File: src/rtl/timer_clk_div.sv
// Prescaler ahead of the timer counter: divides pclk by 2^(clk_sel+1) and emits a one-cycle cnt_tick.
// A divisor change waits for the next tick boundary of the old divisor, so no short period is ever produced.
module timer_clk_div #(
  parameter int SEL_W = 2,
  parameter int DIV_W = 4
) (
  input  logic             pclk,
  input  logic             preset,
  input  logic             en,
  input  logic             halt,
  input  logic [SEL_W-1:0] clk_sel,
  output logic             cnt_tick,
  output logic [SEL_W-1:0] active_sel,
  output logic             sel_pending,
  output logic [DIV_W-1:0] div_phase
);

  logic [DIV_W-1:0] phase_q, phase_d;
  logic             tick_q, tick_d;
  logic [SEL_W-1:0] sel_q, sel_d;
  logic             pend_q, pend_d;
  logic             en_q;

  logic             start;
  logic [SEL_W-1:0] cur_sel;
  logic [DIV_W-1:0] mask;
  logic             at_bound;

  // On the first enabled edge, a clk_sel written together with en takes effect at once.
  assign start    = en & ~en_q;
  assign cur_sel  = start ? clk_sel : sel_q;
  assign mask     = DIV_W'((32'd2 << cur_sel) - 32'd1);
  assign at_bound = (phase_q & mask) == mask;

  always_comb begin
    phase_d = phase_q;
    tick_d  = 1'b0;
    sel_d   = sel_q;
    pend_d  = pend_q;
    if (!en) begin
      phase_d = '0;
      sel_d   = clk_sel;
      pend_d  = 1'b0;
    end else begin
      sel_d  = cur_sel;
      pend_d = (clk_sel != cur_sel);
      if (!halt) begin
        tick_d = at_bound;
        if (at_bound && pend_d) begin
          sel_d   = clk_sel;
          phase_d = '0;
          pend_d  = 1'b0;
        end else begin
          phase_d = phase_q + DIV_W'(1);
        end
      end
    end
  end

  always_ff @(posedge pclk) begin
    if (preset) begin
      phase_q <= '0;
      tick_q  <= 1'b0;
      sel_q   <= '0;
      pend_q  <= 1'b0;
      en_q    <= 1'b0;
    end else begin
      phase_q <= phase_d;
      tick_q  <= tick_d;
      sel_q   <= sel_d;
      pend_q  <= pend_d;
      en_q    <= en;
    end
  end

  assign cnt_tick    = tick_q;
  assign active_sel  = sel_q;
  assign sel_pending = pend_q;
  assign div_phase   = phase_q;

endmodule

File: config.mk
export PLATFORM = sky130hd
export DESIGN_NAME = timer_clk_div
export DESIGN_NICKNAME = d
export VERILOG_FILES = /design/src/rtl/timer_clk_div.sv
export SDC_FILE = /design/constraint.sdc
export NUM_CORES = 1
export LEC_CHECK = 0
export ABC_AREA = 1
export BUFFER_PORTS_ARGS = -buffer_cell sky130_fd_sc_hd__buf_4
export CAP_MARGIN = 10
export CORE_AREA = 3 3 40 42
export CTS_CLUSTER_SIZE = 8
export DETAILED_ROUTE_END_ITERATION = 10
export DIE_AREA = 0 0 43 45
export MAX_ROUTING_LAYER = met4
export PLACE_DENSITY_LB_ADDON = 0.25
export SYNTH_ARGS = -nofsm -noshare
export SYNTH_HDL_FRONTEND = slang
export SYNTH_SLANG_ARGS = --single-unit
File: constraint.sdc
create_clock -name pclk -period 3 [get_ports pclk]
set_input_delay 0.15 -clock pclk [delete_from_list [all_inputs] [get_ports pclk]]
set_output_delay 0.15 -clock pclk [all_outputs]
set_load 0.005 [all_outputs]
### Word level (Yosys, flattened, before mapping)

Cells that the tools add are included.

| storage, ports and cells | value |
|---|---|
| input bits | 6 |
| output and inout port bits | 8 |
| logic and storage cells | 24 |
| register bits after elaboration | 9 |

| cells by class | value |
|---|---|
| bitwise logic cells | 4 |
| shift-type cells | 1 |
| multiplexer cells | 7 |
| reductions and logical operators | 3 |
| $add $sub $neg | 2 |
| eq/ne operators | 2 |

Operator list:

| kind | count |
|---|---|
| $mux W2 | 4 |
| $add A4 B1 Y4 const B | 1 |
| $and A4 B4 Y4 | 1 |
| $eq A4 B4 Y1 | 1 |
| $mux W4 | 1 |
| $shl A2 B2 Y4 const A | 1 |
| $sub A4 B1 Y4 const B | 1 |
| $reduce_or A3 Y1 | 1 |
| $mux W1 | 2 |
| $ne A2 B2 Y1 | 1 |
| $not A1 Y1 | 2 |
| $reduce_or A2 Y1 | 1 |
| $and A1 B1 Y1 | 1 |
| $logic_and A1 B1 Y1 | 1 |

### Logic depth before layout (Yosys ltp)

| depth | value |
|---|---|
| word-level depth | 11 |
| depth in mapped cells | 11 |
| depth with buffers taken out | 11 |

### Worst setup path before layout

Ideal clock, no wire load.

| timing | value |
|---|---|
| path type | register -> register |
| from | register en_q |
| to | register phase_q[2] (netlist: div_phase[2]) |
| stages on the path, launching flop included | 9 |
| setup slack | 1.795 ns |
| arrival | 1.088 ns |
| period minus slack after synthesis | 1.205 ns |
| required time | 2.883 ns |
| cell sequence | dfxtp_1 inv_1 nand2_1 nand2_1 nand2_1 a21oi_1 nand3_2 a21oi_1 nor2_1 |

| between the ends | value |
|---|---|
| longest elaborated chain between the ends | 9 |

RTL lines:

| what | line | text |
|---|---|---|
| start, declared | 22 | `logic en_q;` |
| start signal, assigned | 72 | `en_q <= en;` |
| $not A1 Y1 (*) | 30 | `assign start = en & ~en_q;` |
| $and A1 B1 Y1 (*) | 30 |  |
| $mux W2 (*) | 31 | `assign cur_sel = start ? clk_sel : sel_q;` |
| $shl A2 B2 Y4 | 32 | `assign mask = DIV_W'((32'd2 << cur_sel) - 32'd1);` |
| $sub A4 B1 Y4 | 32 |  |
| $and A4 B4 Y4 | 33 | `assign at_bound = (phase_q & mask) == mask;` |
| $eq A4 B4 Y1 | 33 |  |
| $logic_and A1 B1 Y1 (*) | 49 | `if (at_bound && pend_d) begin` |
| $mux W4 (*) | 49 |  |
| end signal, assigned | 68 | `phase_q <= phase_d;` |
| end, declared | 18 | `logic [DIV_W-1:0] phase_q, phase_d;` |

Every way passes the cells marked *; elsewhere a longest branch is shown, timed or not.
A chain may end at the register's enable or synchronous reset.

### Final worst setup path

Same ends and word-level chain as after synthesis.

==> metrics.md <==
| Metric | Value |
|---|---|
| Clock skew | 0.00213 ns |
| Critical path class | register to register |
| Relative max-transition margin | 78.9% |
| Core Box Area | around 1300 sq um |
| Most frequent cells after synthesis | nand2_1, inv_1, dfxtp_1, nor2_1, nand3_1 |
| Worst slew pin tran | ~0.31 ns |
| RD Place Congestion | 0.853 |
| Worst Hold Class | primary input to register |
| Critical Path AT | 1.57 ns |
| Drt total wl | roughly 1 mm |
| # setup viols final | 0 |
| Minimum clock period | 1.42 ns |
| Starting density of the core | 36.9% |
| Synth top area cells | dfxtp_1, nand2_1, inv_1, nand3_1, a21oi_1 |
| CP Launch Type | register |
| Critical Path Fanout Max | 6 |
| Worst stage delay on the critical path | 0.32 ns |
| Final hold violations | 0 |
| CTS resizes | 0 |
| Post-synth top flop | dfxtp_1 |
| Final core utilization | 48.0% |
| Clock Root Buffer | clkbuf_4 |
| Worst path bufs/invs | 1 |
| Asr flop ratio synth | 0% |
| Critical Path, Cell by Cell | inv_1, nand2_1, nand2_1, nand2_1, a21oi_1, nand3_2, a21oi_1, nor2_1 |
| Fill cell count | 150 |
| First-pass iteration count of the detailed router | 4 |
| Hold WS | 0.113 ns |
| Met2 GRT Util | 19.5% |
| IO Port Bufs | 13 |
| CP top delay family | simple AND/OR/NAND/NOR gates |
| Fin nets | between 90 and 100 |
| Synth cell types | 13 |
| Max-slew violations | 0 |
| DR vias/cell | 4.76 |
| IO Count | 14 |
| CTS H-tree depth | 1 |
| Most common cell in the netlist | nand2_1 |
| Bufs on Longest Clock Path | 2 |
| Multi-input combinational cell area | 245 sq um |
| 1st-iter DRT viols | 6 |
| Worst endpoint required time | 3.15 ns |
| Slowest-stage cell, CP | dfxtp_1 |
| Pwr/cell area | 432 nW/um^2 |
| Final setup TNS | 0 ns |
| First-pass GRT wire length | 1.67 mm |
| Worst-path clk slew | 0.06 ns |
| Leakage power | 0.314 nW |
| Ant. Diodes | 0 |
| Seq/Total Area, Yosys | 38.0% |
| Die Wd | 43 microns |
| Syn Area/Cell | 6.41 sq um |
| Grt ovf | 0 |
| DRC viols | 0 |
| Non-filler instance count after layout | 106 |
| Peak Freq | 707 MHz |
| Register Area | 180 sq um |
| RSZ-0062 raised after global routing | false |
| Crit-path most repeated cell | nand2_1 |
| Die height | 45 microns |
| Die ar. | ~1900 sq um |
| Design area | 617 sq um |
| Share of the synthesized area in the top cell type | between 30% and 40% |
| Netlist Area Pre-Place | about 470 sq um |
| Post-DP HPWL | 819 microns |
| Gr busiest metal | met2 |
| CTS hold repair buffers | 0 |
| Initial antenna violation count | 0 |
| ANT nets after route | 0 |
| Number of synthesized flops with an enable pin | 0 |
| Max-cap violations | 0 |
| Synthesized flop and latch total | 9 |
| Placed Area | just under 600 sq um |
| Critical path endpoint category | register |
| CTS Sinks | 9 |
| Status | completed |
| Routed WL per cell | 9.48 microns |
| GR Util met1 | 13.4% |
| Vias in the first global route | around 440 |
| Met3 usage | between 2 and 2.5% |
| Post-CTS setup buffers | 0 |
| Syn_nets | 81 |
| Synthesized instance count | 74 |
| Synth area leader | dfxtp_1 |
| CTS tree | done |
| Share of layout cells above drive strength 1 | 20.9% |
| Row count | 13 |
| Placed insts | 102 |
| Synth-to-layout area growth | 30.1% |
| Largest net degree at the start of global routing | 8 |
| Worst vdd ir | 0.161 mV |
| Overall Global Routing Usage | 12.1% |
| Clk_lat worst skew | 0.26 ns |
| Vias | roughly 500 |
| Period utilization | 47.2% |
| Number of CTS-inserted buffers | 3 |
| Yosys warning count | 0 |
-- worst paths after layout --
check,from,end,slack (ns),cells after the start
worst max-delay path,en_q$_SDFF_PP0_,div_phase[2]$_SDFFE_PP0N_,1.58,8
worst min-delay path,preset,en_q$_SDFF_PP0_,0.11,2
worst max register to register,en_q$_SDFF_PP0_,div_phase[2]$_SDFFE_PP0N_,1.58,8
worst min register to register,div_phase[0]$_SDFFE_PP0N_,div_phase[0]$_SDFFE_PP0N_,0.50,2
-- layout by cell type, fill, tap and decap left out --
| cell | instances |
|---|---|
| a21oi_1 | 7 |
| buf_4 | 13 |
| clkbuf_1 | 1 |
| clkbuf_4 | 3 |
| dfxtp_1 | 9 |
| ha_1 | 1 |
| inv_1 | 13 |
| nand2_1 | 19 |
| nand3_1 | 8 |
| nand3_2 | 1 |
| nand3b_1 | 2 |
| nor2_1 | 9 |
| nor2_2 | 1 |
| nor3_1 | 1 |
| o21ai_0 | 2 |
| or2_2 | 1 |
-- where the power goes --
part | internal [mW] | switching, mW
Sequential | 0.124 | 0.00320
Combinational | 0.0188 | 0.0239
Clock | 0.0514 | 0.0451
Total | 0.194 | 0.0722
-- kinds of logic after synthesis --
| kind of cell | after synthesis | synth area share [%] |
|---|---|---|
| compound gates | 9 | 9.50 |
| flops | 9 | 38.0 |
| buf+inv | 13 | 10.3 |
| fa+ha+maj | 1 | 2.64 |
| simple gates | 42 | 39.6 |
-- per-stage QoR --
step | total power [mW] | setup WS (ns)
final | 0.267 | 1.58
after global routing | 0.277 | 1.45
after CTS | 0.267 | 1.61
after detailed placement | 0.173 | 1.64
after global placement | 0.173 | 1.70
after floorplan | 0.155 | 1.79
-- registers in the layout, summed over array words and instances, names as in the netlist --
| name | count |
|---|---|
| active_sel | 2 |
| cnt_tick | 1 |
| div_phase | 4 |
| en_q | 1 |
| sel_pending | 1 |
-- area by class of cell --
class | count | area share [%]
Clock buffer | 4 | 4.26
Timing Repair Buffer | 13 | 15.8
Tap cell | 15 | 3.04
Inverter | 13 | 7.91
Multi-Input combinational cell | 52 | 39.8
Sequential cell | 9 | 29.2
-- layer usage --
layer / routed length, microns / share of wire (%)
met5: 0 / 0
met4: 32 / 3.2
met3: 80 / 8.0
met2: 447 / 44
met1: 445 / 44
Note: power is estimated with default switching activity, not from simulation.
